--- config.mk ---
export PLATFORM = sky130hd
export DESIGN_NAME = mod_counter_arbiter
export DESIGN_NICKNAME = d
export VERILOG_FILES = /design/src/rtl/mod_counter_arbiter_pkg.sv /design/src/rtl/mod_counter_arbiter_rr_arbiter.sv /design/src/rtl/mod_counter_arbiter.sv
export SDC_FILE = /design/constraint.sdc
export NUM_CORES = 1
export LEC_CHECK = 0
export ABC_CLOCK_PERIOD_IN_PS = 5000
export BUFFER_PORTS_ARGS = -buffer_cell sky130_fd_sc_hd__buf_2
export CORE_MARGIN = 2
export CORE_UTILIZATION = 40
export DETAILED_ROUTE_END_ITERATION = 16
export GPL_ROUTABILITY_DRIVEN = 1
export SLEW_MARGIN = 20
export SYNTH_ARGS = -nofsm -noshare
export SYNTH_HDL_FRONTEND = slang
export SYNTH_SLANG_ARGS = --single-unit
--- constraint.sdc ---
create_clock -name clk -period 5 [get_ports clk]
set_input_delay 1 -clock clk [delete_from_list [all_inputs] [get_ports clk]]
set_output_delay 1 -clock clk [all_outputs]
set_load 0.05 [all_outputs]
--- src/rtl/mod_counter_arbiter_pkg.sv ---
// Shared constants for the round-robin arbitrated modulo counter.
`default_nettype none

package mod_counter_arbiter_pkg;

  localparam int DEFAULT_NREQ = 4;
  localparam int DEFAULT_CW   = 3;

  localparam logic [1:0] ST_IDLE = 2'd0;
  localparam logic [1:0] ST_RUN  = 2'd1;
  localparam logic [1:0] ST_DONE = 2'd2;

endpackage

`default_nettype wire

--- src/rtl/mod_counter_arbiter_rr_arbiter.sv ---
// Combinational round-robin pick: first set request at or after the pointer, wrapping.
`default_nettype none

module mod_counter_arbiter_rr_arbiter
  import mod_counter_arbiter_pkg::*;
#(
  parameter int NREQ = DEFAULT_NREQ
) (
  input  logic [NREQ-1:0]          req_i,
  input  logic [$clog2(NREQ)-1:0]  ptr_i,
  output logic [NREQ-1:0]          gnt_oh_o,
  output logic [$clog2(NREQ)-1:0]  idx_o,
  output logic                     any_req_o
);

  localparam int IW = $clog2(NREQ);

  logic [IW-1:0] w_j;
  logic          w_found;

  always_comb begin
    gnt_oh_o = '0;
    idx_o    = '0;
    w_found  = 1'b0;
    w_j      = '0;
    for (int k = 0; k < NREQ; k++) begin
      w_j = IW'((int'(ptr_i) + k) % NREQ);
      if (!w_found && req_i[w_j]) begin
        w_found       = 1'b1;
        gnt_oh_o[w_j] = 1'b1;
        idx_o         = w_j;
      end
    end
    any_req_o = w_found;
  end

endmodule

`default_nettype wire

--- src/rtl/mod_counter_arbiter.sv ---
// Shares one programmable modulo-M counter between NREQ requesters under round-robin arbitration.
`default_nettype none

module mod_counter_arbiter
  import mod_counter_arbiter_pkg::*;
#(
  parameter int NREQ = DEFAULT_NREQ,
  parameter int CW   = DEFAULT_CW
) (
  input  logic               clk,
  input  logic               rst_n,
  input  logic [NREQ-1:0]    req,
  input  logic [NREQ*CW-1:0] len,
  output logic [NREQ-1:0]    gnt,
  output logic               busy,
  output logic [CW-1:0]      cnt,
  output logic               tc,
  output logic [NREQ-1:0]    done,
  output logic               abort
);

  localparam int IW = $clog2(NREQ);

  logic [1:0]      state_q, state_d;
  logic [IW-1:0]   owner_q, owner_d;
  logic [IW-1:0]   ptr_q,   ptr_d;
  logic [CW-1:0]   mod_q,   mod_d;
  logic [CW-1:0]   cnt_q,   cnt_d;
  logic [NREQ-1:0] gnt_q,   gnt_d;
  logic [NREQ-1:0] done_q,  done_d;
  logic            abort_q, abort_d;

  logic [NREQ-1:0] w_arb_oh;
  logic [IW-1:0]   w_arb_idx;
  logic            w_arb_any;
  logic            w_tc;
  logic [IW-1:0]   w_next_ptr;

  mod_counter_arbiter_rr_arbiter #(
    .NREQ (NREQ)
  ) u_rr_arbiter (
    .req_i     (req),
    .ptr_i     (ptr_q),
    .gnt_oh_o  (w_arb_oh),
    .idx_o     (w_arb_idx),
    .any_req_o (w_arb_any)
  );

  // Modulus 0 wraps to all-ones here, which yields the full 2^CW count.
  assign w_tc       = (state_q == ST_RUN) && (cnt_q == (mod_q - CW'(1)));
  assign w_next_ptr = (owner_q == IW'(NREQ - 1)) ? '0 : owner_q + IW'(1);

  always_comb begin
    state_d = state_q;
    owner_d = owner_q;
    ptr_d   = ptr_q;
    mod_d   = mod_q;
    cnt_d   = cnt_q;
    gnt_d   = gnt_q;
    done_d  = '0;
    abort_d = 1'b0;
    case (state_q)
      ST_IDLE: begin
        if (w_arb_any) begin
          owner_d = w_arb_idx;
          mod_d   = len[int'(w_arb_idx)*CW +: CW];
          gnt_d   = w_arb_oh;
          cnt_d   = '0;
          state_d = ST_RUN;
        end
      end
      ST_RUN: begin
        // Withdrawal wins over completion, even on the terminal-count cycle.
        if (!req[owner_q]) begin
          abort_d = 1'b1;
          gnt_d   = '0;
          cnt_d   = '0;
          ptr_d   = w_next_ptr;
          state_d = ST_IDLE;
        end else if (w_tc) begin
          done_d  = gnt_q;
          gnt_d   = '0;
          cnt_d   = '0;
          state_d = ST_DONE;
        end else begin
          cnt_d = cnt_q + CW'(1);
        end
      end
      ST_DONE: begin
        ptr_d   = w_next_ptr;
        state_d = ST_IDLE;
      end
      default: begin
        gnt_d   = '0;
        cnt_d   = '0;
        state_d = ST_IDLE;
      end
    endcase
  end

  always_ff @(posedge clk) begin
    if (!rst_n) begin
      state_q <= ST_IDLE;
      owner_q <= '0;
      ptr_q   <= '0;
      mod_q   <= '0;
      cnt_q   <= '0;
      gnt_q   <= '0;
      done_q  <= '0;
      abort_q <= 1'b0;
    end else begin
      state_q <= state_d;
      owner_q <= owner_d;
      ptr_q   <= ptr_d;
      mod_q   <= mod_d;
      cnt_q   <= cnt_d;
      gnt_q   <= gnt_d;
      done_q  <= done_d;
      abort_q <= abort_d;
    end
  end

  assign gnt   = gnt_q;
  assign busy  = (state_q == ST_RUN);
  assign cnt   = cnt_q;
  assign tc    = w_tc;
  assign done  = done_q;
  assign abort = abort_q;

endmodule

`default_nettype wire

==> impl_metrics.env, run 1 <==
export IMPL_outcome="finished, final reports clean"
export IMPL_r2r_start="ptr_q[0]$_SDFFE_PN0P_"
export IMPL_synthesis_nets=177
export IMPL_route_detailed_wl_per_inst_um=13.8
export IMPL_dr_total_vias=1217
export IMPL_cts_inserted_buffers=3
export IMPL_via_per_inst=5.46
export IMPL_maximum_vdd_drop_v=0.000103
export IMPL_drt_iter0_drc=74
export IMPL_post_dp_hpwl_um=2360
export IMPL_globalplace_congestion=0.778
export IMPL_clock_root_buffer="clkbuf_4"
export IMPL_route_met3_wl_um=130
export IMPL_antenna_found_initial=0
export IMPL_pwr_dens_nw_per_um2=272
export IMPL_finalSetupViolations=0
export IMPL_worst_r2r_endpoint="mod_q[2]$_SDFFE_PN0P_"
export IMPL_hold_depth=1
export IMPL_critPathLaunchType="flop"
export IMPL_setup_total_negative_slack_ns=0
export IMPL_ys_types=47
export IMPL_hold_start="gnt[2]$_SDFFE_PN0P_"
export IMPL_max_cap_violations=0
export IMPL_grt_setup_unrepaired="false"
export IMPL_post_cts_resize_count=0
export IMPL_tritoncts="built"
export IMPL_leakage_nw=0.711
export IMPL_cts_htree_levels=1
export IMPL_layout_core_utilization_pct=47.6
export IMPL_worst_r2r_path_depth=8
export IMPL_die_w_um=63.3
export IMPL_syn_mean_instance_area_sq_um=9.45
export IMPL_synth_warning_count=0
export IMPL_routed_wl_um=3070
export IMPL_crit_fanout=16
export IMPL_timing_setup_critical_path_class="flop to flop"
export IMPL_setup_reg_to_reg_worst_slack_ns=1.71
export IMPL_holdPathEnd="gnt[2]$_SDFFE_PN0P_"
export IMPL_gr_total_overflow=0
export IMPL_final_layout_size_suffix_gt1_share_pct=25.4
export IMPL_pin_count=32
export IMPL_crit_arrival_ns=3.47
export IMPL_maximum_number_of_pins_on_one_net_before_global_route_repair=17
export IMPL_nNetsFinal=206
export IMPL_yosys_register_bits=21
export IMPL_finalMaxSlewViolations=0
export IMPL_clkLatencyLatePin_ns=0.30
export IMPL_post_route_period_util_pct=65.7
export IMPL_ctsHoldBuffers=0
export IMPL_synthToLayoutAreaGrowth_pct=13.8
export IMPL_cp_end_kind="flop"
export IMPL_detail_route_first_pass_iterations=4
export IMPL_finalCriticalPeriod_ns=3.29
export IMPL_grt_util_all_layers_pct=16.1
export IMPL_worst_setup_slack_post_dpl_ns=1.72
export IMPL_max_clock_freq_ghz=0.304
export IMPL_post_layout_nonfiller_instances=223
export IMPL_maxSlewHeadroom_pct=58.5
export IMPL_post_cts_repair_setup_buffers=0
export IMPL_drt_antenna_violating_nets=0
export IMPL_die_area_sq_um=4010
export IMPL_clk_transition_reported_paths_ns=0.12
export IMPL_hold_class="flop to flop"
export IMPL_max_slew_worst_pin_slew_ns=0.622
export IMPL_met2_length_um=1430
export IMPL_mostFrequentLayoutCell="buf_2"
export IMPL_report_final_hold_viol_count=0
export IMPL_synth_edff_count=0
export IMPL_wire_length_of_the_first_global_routing_pass_um=5140
export IMPL_place_port_buffers=31
export IMPL_synthCells=149
export IMPL_asyncSetResetFlopFracSynth_pct=0
export IMPL_final_setup_skew_ns=0.00363
export IMPL_yosys_most_used_dff="dfxtp_1"
export IMPL_ys_seq_area_share_pct=29.9
export IMPL_cts_sinks=21
export IMPL_placementRows=21
export IMPL_initial_core_util_pct=41.9
export IMPL_route_layer_met1_wl_um=1460
export IMPL_core_sq_um=3360
export IMPL_crit_required_ns=5.18
export IMPL_layout_common_cells="buf_2, dfxtp_1, nor2_1"
export IMPL_post_place_cells=219
export IMPL_highest_layer="met4"
export IMPL_grt_pass1_vias=1113
export IMPL_setup_slack_after_layout_ns=1.71
export IMPL_fp_dieH_um=63.3
export IMPL_drc=0
export IMPL_cts_buffer_depth=2
export IMPL_syn_cell_area_sq_um=1410
export IMPL_antenna_cells_inserted=0
## critical path, cell delays in order (launching register included)
cell and delay, ns:
dfxtp_1 0.74, clkinv_1 0.33, ha_1 0.57, mux4_2 0.63, nor2b_4 0.20, o21ai_2 0.07, o41a_1 0.26, mux2i_1 0.20
o221ai_1 0.15
## layout make-up
cell class	count	area [sq um]
clock buffer	3	22.5
clock inverter	1	7.51
fill	355	1760
inverter	5	18.8
multi-input combinational	116	920
sequential	21	420
tap	46	57.6
timing repair buffer	31	155
## per-layer routing
| metal | GRT usage [%] | vias to the layer above |
|---|---|---|
| met2 | 23.9 | 35 |
| met5 | 0 | - |
| met4 | 8.70 | 0 |
| met3 | 1.79 | 4 |
| li1 | - | 614 |
| met1 | 22.6 | 564 |
## flip-flops by register name (all words and copies together) (netlist names)
| register | count |
|---|---|
| done | 4 |
| gnt | 4 |
| cnt | 3 |
| mod_q | 3 |
| owner_q | 2 |
| ptr_q | 2 |
| state_q | 2 |
| abort | 1 |
## how the worst max path moves through the flow
stage,start,end,slack [ns]
5_1_grt,ptr_q[0]$_SDFFE_PN0P_,mod_q[0]$_SDFFE_PN0P_,1.43
4_1_cts,ptr_q[0]$_SDFFE_PN0P_,mod_q[2]$_SDFFE_PN0P_,1.69
3_5_place_dp,ptr_q[0]$_SDFFE_PN0P_,mod_q[2]$_SDFFE_PN0P_,1.72
2_1_floorplan,cnt[2]$_SDFFE_PN0P_,tc,2.23
3_3_place_gp,ptr_q[0]$_SDFFE_PN0P_,mod_q[2]$_SDFFE_PN0P_,1.92
6_report,ptr_q[0]$_SDFFE_PN0P_,mod_q[2]$_SDFFE_PN0P_,1.71
## stage by stage
step           total power, W  instance area (sq um)  hold slack (ns)
2_1_floorplan        0.000326                   1410            0.453
3_3_place_gp         0.000351                   1570            0.469
3_5_place_dp         0.000357                   1570            0.465
4_1_cts              0.000440                   1600            0.491
5_1_grt              0.000465                   1600            0.496
6_report             0.000436                   1600            0.496
## Yosys cell counts, drive strengths merged (2+ instances only)
master	count	area (sq um)
ha	10	125
o221ai	3	26.3
nor2	18	67.6
xor2	5	43.8
nand3	6	30.0
nand2b	3	18.8
o2bb2ai	4	35.0
mux2i	7	70.1
a21oi	4	20.0
inv	4	15.0
nor2b	4	32.5
a221oi	4	35.0
o21ai	5	28.8
dfxtp	21	420
a211oi	2	15.0
and2	6	37.5
nand2	6	22.5
mux4	4	93.8
buf	6	45.0
nand3b	2	18.8
o21a	3	22.5
a22oi	5	37.5
## logic make-up after synthesis
| logic type | after synthesis | share of synthesized area [%] |
|---|---|---|
| and+or+nand+nor | 52 | 20.0 |
| xor gates and xnor gates | 6 | 3.73 |
| buffers and inverters | 12 | 4.80 |
| muxes | 12 | 12.4 |
| DFF | 21 | 29.9 |
| AOI/OAI and AO/OA | 36 | 20.3 |
| adders and majority gates | 10 | 8.89 |
## report_power, final
part	internal [W]	leakage, nW	switching (W)
combinational	0.0000646	0.525	0.0000915
sequential	0.000181	0.171	0.0000163
clock	0.0000304	0.0139	0.0000528
Note: power is estimated with default switching activity, not from simulation.
==> inputs of run 2 (changes only) <==
--- a/config.mk
+++ b/config.mk
@@ -5,7 +5,8 @@
 export SDC_FILE = /design/constraint.sdc
 export NUM_CORES = 1
 export LEC_CHECK = 0
-export ABC_CLOCK_PERIOD_IN_PS = 5000
+export ABC_AREA = 1
+export ABC_CLOCK_PERIOD_IN_PS = 3100
 export BUFFER_PORTS_ARGS = -buffer_cell sky130_fd_sc_hd__buf_2
 export CORE_MARGIN = 2
 export CORE_UTILIZATION = 40
==> constraint.sdc (replaced) <==
create_clock -name clk -period 3.1 [get_ports clk]
set_input_delay 0.62 -clock clk [delete_from_list [all_inputs] [get_ports clk]]
set_output_delay 0.62 -clock clk [all_outputs]
set_load 0.05 [all_outputs]
==> run 2 against run 1 <==
Against the previous run:
- largest power group is now combinational logic
- clock power grew 110%
- critical path depth shrank 1
- final area grew 10%
==> impl_metrics.env, run 2 <==
export IMPL_drt_antenna_violating_nets=0
export IMPL_yosys_most_used_dff="dfxtp_1"
export IMPL_timing_setup_critical_path_class="flop to output pin"
export IMPL_hold_depth=2
export IMPL_layout_area_seq_sq_um=420
export IMPL_crit_path_max_incr_delay_ns=0.33
export IMPL_post_cts_resize_count=0
export IMPL_cts_buffer_depth=2
export IMPL_pwr_dens_nw_per_um2=928
export IMPL_finalSetupViolations=0
export IMPL_power_total_w=0.00164
export IMPL_sw_frac_of_total_pct=53.4
export IMPL_initial_core_util_pct=41.4
export IMPL_maximum_vdd_drop_v=0.000399
export IMPL_routed_wl_um=3260
export IMPL_drc=0
export IMPL_post_layout_nonfiller_instances=303
export IMPL_post_dp_hpwl_um=2610
export IMPL_synth_compound_area_share_pct=12.7
export IMPL_crit_arrival_ns=1.80
export IMPL_route_detailed_wl_per_inst_um=10.8
export IMPL_syn_cell_area_sq_um=1520
export IMPL_drt_iter0_drc=132
export IMPL_fp_dieH_um=65.6
export IMPL_post_synth_fa_ha_maj_area_fraction_pct=8.25
export IMPL_crit_required_ns=2.48
export IMPL_total_switching_power_w=0.000876
export IMPL_syn_mean_instance_area_sq_um=6.86
export IMPL_mux_share_of_post_synthesis_cell_area_pct=0
export IMPL_grt_setup_unrepaired="false"
export IMPL_clk_transition_reported_paths_ns=0.07
export IMPL_main_combinational_cell_family_by_area_after_synthesis="simple AND/OR/NAND/NOR gates"
export IMPL_core_sq_um=3660
export IMPL_fillers=388
export IMPL_placementRows=22
export IMPL_cp_end_kind="output pin"
export IMPL_final_layout_size_suffix_gt1_share_pct=22.7
export IMPL_synth_top_cells_by_area="dfxtp_1, nand2_1, inv_1"
export IMPL_cts_htree_levels=1
export IMPL_multi_input_comb_area_sq_um=922
export IMPL_max_clock_freq_ghz=0.413
export IMPL_post_route_period_util_pct=78.1
export IMPL_setup_crit_start="mod_q[0]$_SDFFE_PN0P_"
export IMPL_synth_xor_xnor_area_share_pct=2.31
export IMPL_via_per_inst=4.82
export IMPL_worst_setup_slack_post_dpl_ns=0.845
export IMPL_post_cts_repair_setup_buffers=0
export IMPL_synthCells=221
export IMPL_finalMaxSlewViolations=0
export IMPL_maximum_number_of_pins_on_one_net_before_global_route_repair=14
export IMPL_synth_warning_count=0
export IMPL_die_w_um=65.6
export IMPL_worst_r2r_endpoint="mod_q[2]$_SDFFE_PN0P_"
export IMPL_mostFrequentLayoutCell="nand2_1"
export IMPL_crit_fanout=3
export IMPL_tritoncts="built"
export IMPL_seq_power_share_pct=23.3
export IMPL_antenna_found_initial=0
export IMPL_finalCriticalPeriod_ns=2.42
export IMPL_place_port_buffers=31
export IMPL_outcome="finished, final reports clean"
export IMPL_cts_sinks=21
export IMPL_setup_slack_after_layout_ns=0.679
export IMPL_synthToLayoutAreaGrowth_pct=16.7
export IMPL_timing_critical_path_buf_inv=2
export IMPL_detail_route_first_pass_iterations=4
export IMPL_yosys_register_bits=21
export IMPL_setup_total_negative_slack_ns=0
export IMPL_part_of_the_power_in_the_clock_network_pct=10.7
export IMPL_crit_path_max_delay_family="buffers and inverters"
export IMPL_hold_start="gnt[3]$_SDFFE_PN0P_"
export IMPL_clkLatencyLatePin_ns=0.25
export IMPL_leakage_nw=0.969
export IMPL_synthesis_nets=249
export IMPL_grt_util_all_layers_pct=16.8
export IMPL_pin_count=32
export IMPL_most_common_cell_in_the_netlist="nand2_1"
export IMPL_wire_length_of_the_first_global_routing_pass_um=5750
export IMPL_antenna_cells_inserted=0
export IMPL_critPathLaunchType="flop"
export IMPL_grt_pass1_vias=1280
export IMPL_worst_r2r_path_depth=13
export IMPL_globalplace_congestion=0.889
export IMPL_die_area_sq_um=4300
export IMPL_ys_types=28
export IMPL_synth_top_area_share_pct=27.7
export IMPL_synth_largest_area_cell="dfxtp_1"
export IMPL_r2r_start="ptr_q[1]$_SDFFE_PN0P_"
export IMPL_hold_class="flop to flop"
export IMPL_synth_cells_most_frequent="nand2_1, inv_1, dfxtp_1, nand3_1"
export IMPL_asyncSetResetFlopFracSynth_pct=0
export IMPL_layout_common_cells="nand2_1, inv_1, buf_2"
export IMPL_cell_internal_pwr_w=0.000766
export IMPL_max_cap_violations=0
export IMPL_gr_total_overflow=0
export IMPL_clock_root_buffer="clkbuf_8"
export IMPL_max_slew_worst_pin_slew_ns=0.299
export IMPL_timing_critical_path_cells="inv_1 -> ha_1 -> xnor2_1 -> xor2_1 -> nand4_1 -> nor2_1 -> buf_2"
export IMPL_maxSlewHeadroom_pct=80.1
export IMPL_post_place_cells=299
export IMPL_final_setup_skew_ns=0.000877
export IMPL_nNetsFinal=284
export IMPL_dr_total_vias=1459
export IMPL_ctsHoldBuffers=0
export IMPL_ys_seq_area_share_pct=27.7
export IMPL_comb_power_share_pct=66.0
export IMPL_holdPathEnd="done[3]$_SDFF_PN0_"
export IMPL_report_final_hold_viol_count=0
export IMPL_worst_path_max_delay_cell="dfxtp_1"
export IMPL_setup_reg_to_reg_worst_slack_ns=0.79
export IMPL_yosys_area_share_simple_pct=37.5
export IMPL_synth_edff_count=0
export IMPL_cts_inserted_buffers=3
==> run 2: worst max-delay path by stage <==
stage | end | slack (ns) | depth (start not counted)
CTS | tc | 0.67 | 7
detailed placement | mod_q[0]$_SDFFE_PN0P_ | 0.85 | 13
finish | tc | 0.68 | 7
global route | tc | 0.52 | 7
floorplan | tc | 0.52 | 4
global placement | mod_q[0]$_SDFFE_PN0P_ | 0.86 | 13
==> run 2: area by class of cell <==
| class | count | area share, % |
|---|---|---|
| Clock buffer | 3 | 2.33 |
| Clock inverter | 1 | 0.283 |
| Inverter | 40 | 8.91 |
| Multi-Input combinational cell | 158 | 52.1 |
| Sequential cell | 21 | 23.8 |
| Tap cell | 48 | 3.39 |
| Timing Repair Buffer | 32 | 9.19 |
==> run 2: logic make-up after synthesis <==
logic type | after synthesis
AO/OA/AOI/OAI | 33
XOR/XNOR | 4
adder cells (fa/ha/maj) | 10
buffers and inverters | 42
flip-flops | 21
AND/OR/NAND/NOR | 111
==> run 2: stage by stage <==
| step | hold slack, ns | util [%] | area [sq um] |
|---|---|---|---|
| after global placement | 0.438 | 47.1 | 1720 |
| after global routing | 0.485 | 48.3 | 1770 |
| after detailed placement | 0.440 | 47.1 | 1720 |
| after floorplan | 0.471 | - | 1520 |
| after CTS | 0.451 | 48.3 | 1770 |
| final | 0.450 | 48.3 | 1770 |
==> run 2: per-layer routing <==
metal  vias to the layer above  routed length, um  GRT usage, %
met5                         -                  0             0
met1                       628               1660          24.0
met3                         4                166          2.57
li1                        782                  -             -
met4                         0                 39          4.69
met2                        45               1400          26.1
==> run 2: power by group through the flow <==
stage | combinational, W | sequential [W] | clock (W)
floorplan | 0.000800 | 0.000460 | 0
global route | 0.00123 | 0.000392 | 0.000194
global placement | 0.00108 | 0.000388 | 0
detailed placement | 0.00108 | 0.000389 | 0
finish | 0.00108 | 0.000382 | 0.000175
CTS | 0.00108 | 0.000382 | 0.000181
==> run 2: worst min-delay path, delay by kind of cell, from the launching register on <==
kind	cells	cell delay (ns)
buf+inv	1	0.05
simple gates	1	0.03
flops	1	0.33
==> inputs of run 3 (changes only) <==
--- a/config.mk
+++ b/config.mk
@@ -6,7 +6,7 @@
 export NUM_CORES = 1
 export LEC_CHECK = 0
 export ABC_AREA = 1
-export ABC_CLOCK_PERIOD_IN_PS = 3100
+export ABC_CLOCK_PERIOD_IN_PS = 2500
 export BUFFER_PORTS_ARGS = -buffer_cell sky130_fd_sc_hd__buf_2
 export CORE_MARGIN = 2
 export CORE_UTILIZATION = 40
==> constraint.sdc (replaced) <==
create_clock -name clk -period 2.5 [get_ports clk]
set_input_delay 0.5 -clock clk [delete_from_list [all_inputs] [get_ports clk]]
set_output_delay 0.5 -clock clk [all_outputs]
set_load 0.05 [all_outputs]
==> run 3 against run 2 <==
Against the previous run:
- combinational power grew 23%
- global-route usage rose by 0.066 points
- critical path type unchanged
- worst setup slack worse by 0.50 ns
- wire length is 1.5% lower
==> impl_metrics.env, run 3 (synthesized netlist as in run 2, its figures left out) <==
export IMPL_clk_transition_reported_paths_ns=0.08
export IMPL_report_final_hold_viol_count=0
export IMPL_ctsHoldBuffers=0
export IMPL_core_sq_um=3660
export IMPL_pin_count=32
export IMPL_post_cts_resize_count=0
export IMPL_crit_fanout=3
export IMPL_power_total_w=0.00203
export IMPL_outcome="finished, final reports clean"
export IMPL_maxSlewHeadroom_pct=79.4
export IMPL_route_detailed_wl_per_inst_um=10.6
export IMPL_cts_sinks=21
export IMPL_detail_route_first_pass_iterations=4
export IMPL_cts_htree_levels=1
export IMPL_sw_frac_of_total_pct=53.2
export IMPL_maximum_number_of_pins_on_one_net_before_global_route_repair=14
export IMPL_wire_length_of_the_first_global_routing_pass_um=5720
export IMPL_antenna_cells_inserted=0
export IMPL_post_cts_repair_setup_buffers=0
export IMPL_max_cap_violations=0
export IMPL_post_route_period_util_pct=92.9
export IMPL_clock_root_buffer="clkbuf_8"
export IMPL_synthToLayoutAreaGrowth_pct=16.7
export IMPL_mostFrequentLayoutCell="nand2_1"
export IMPL_antenna_found_initial=0
export IMPL_final_layout_size_suffix_gt1_share_pct=22.7
export IMPL_dpl_instance_area_sq_um=1720
export IMPL_maximum_vdd_drop_v=0.000385
export IMPL_via_per_inst=4.75
export IMPL_fp_dieH_um=65.6
export IMPL_cts_buffer_depth=2
export IMPL_globalplace_congestion=0.906
export IMPL_worst_setup_slack_post_dpl_ns=0.287
export IMPL_grt_setup_unrepaired="false"
export IMPL_seq_power_share_pct=23.3
export IMPL_grt_util_all_layers_pct=16.9
export IMPL_routed_wl_um=3210
export IMPL_drt_antenna_violating_nets=0
export IMPL_finalSetupViolations=0
export IMPL_pwr_dens_nw_per_um2=1150
export IMPL_cell_internal_pwr_w=0.000950
export IMPL_fillers=373
export IMPL_part_of_the_power_in_the_clock_network_pct=11.0
export IMPL_comb_power_share_pct=65.8
export IMPL_final_setup_skew_ns=0.00632
export IMPL_placementRows=22
export IMPL_crit_required_ns=2.00
export IMPL_crit_arrival_ns=1.82
export IMPL_grt_pass1_vias=1351
export IMPL_gr_total_overflow=0
export IMPL_hold_class="flop to flop"
export IMPL_max_slew_worst_pin_slew_ns=0.308
export IMPL_layout_cell_area_non_filler_sq_um=1770
export IMPL_finalMaxSlewViolations=0
export IMPL_dr_total_vias=1438
export IMPL_drt_iter0_drc=78
export IMPL_place_port_buffers=31
export IMPL_die_w_um=65.6
export IMPL_drc=0
export IMPL_post_dp_hpwl_um=2600
export IMPL_die_area_sq_um=4300
export IMPL_cts_inserted_buffers=3
export IMPL_cp_end_kind="output pin"
export IMPL_layout_common_cells="nand2_1, inv_1, buf_2"
export IMPL_setup_total_negative_slack_ns=0
export IMPL_nNetsFinal=284
export IMPL_max_clock_freq_ghz=0.431
export IMPL_tritoncts="built"
export IMPL_initial_core_util_pct=41.4
export IMPL_critPathLaunchType="flop"
export IMPL_leakage_nw=0.969
export IMPL_timing_setup_critical_path_class="flop to output pin"
export IMPL_clkLatencyLatePin_ns=0.26
export IMPL_setup_slack_after_layout_ns=0.178
export IMPL_total_switching_power_w=0.00108
export IMPL_finalCriticalPeriod_ns=2.32
## run 3: cell counts in the layout (fill, tap and decap cells not counted)
No cell type changed its count.
## run 3: final timing paths
kind / from / endpoint / slack [ns] / cells after the start
max: mod_q[0]$_SDFFE_PN0P_ / tc / 0.18 / 7
min: gnt[3]$_SDFFE_PN0P_ / done[3]$_SDFF_PN0_ / 0.43 / 2
max reg2reg: ptr_q[1]$_SDFFE_PN0P_ / mod_q[0]$_SDFFE_PN0P_ / 0.27 / 13
min reg2reg: gnt[3]$_SDFFE_PN0P_ / done[3]$_SDFF_PN0_ / 0.43 / 2
## run 3: area by class of cell
type	instances	area (sq um)	area share (%)
Sequential cell	21	420	23.8
Multi-Input combinational cell	158	922	52.1
Inverter	40	158	8.91
Clock buffer	3	41.3	2.33
Timing Repair Buffer	32	163	9.19
Tap cell	48	60.1	3.39
Clock inverter	1	5.00	0.283
## run 3: power groups by stage
stage	combinational [W]	clock (W)	sequential [W]
after detailed placement	0.00133	0	0.000481
after global placement	0.00134	0	0.000481
after floorplan	0.000991	0	0.000571
final	0.00133	0.000223	0.000472
after CTS	0.00134	0.000231	0.000473
after global routing	0.00151	0.000239	0.000486
## run 3: metal layers
metal	global-route usage [%]	vias to the layer above	part of all wire, %
li1	-	787	-
met1	21.0	612	50
met2	28.7	34	44
met3	2.91	5	4.0
met4	6.77	0	1.7
met5	0	-	0
## run 3: critical path, cell delays in order (launching register included)
cell and delay (ns):
dfxtp_1 0.33, inv_1 0.07, ha_1 0.20, xnor2_1 0.17, xor2_1 0.16, nand4_1 0.15, nor2_1 0.18, buf_2 0.29
## run 3: through the flow
stage          std cells  hold WS [ns]  utilization, %
2_1_floorplan        221         0.471               -
3_3_place_gp         299         0.440            47.1
3_5_place_dp         299         0.435            47.1
4_1_cts              303         0.437            48.3
5_1_grt              303         0.462            48.3
6_report             303         0.434            48.3
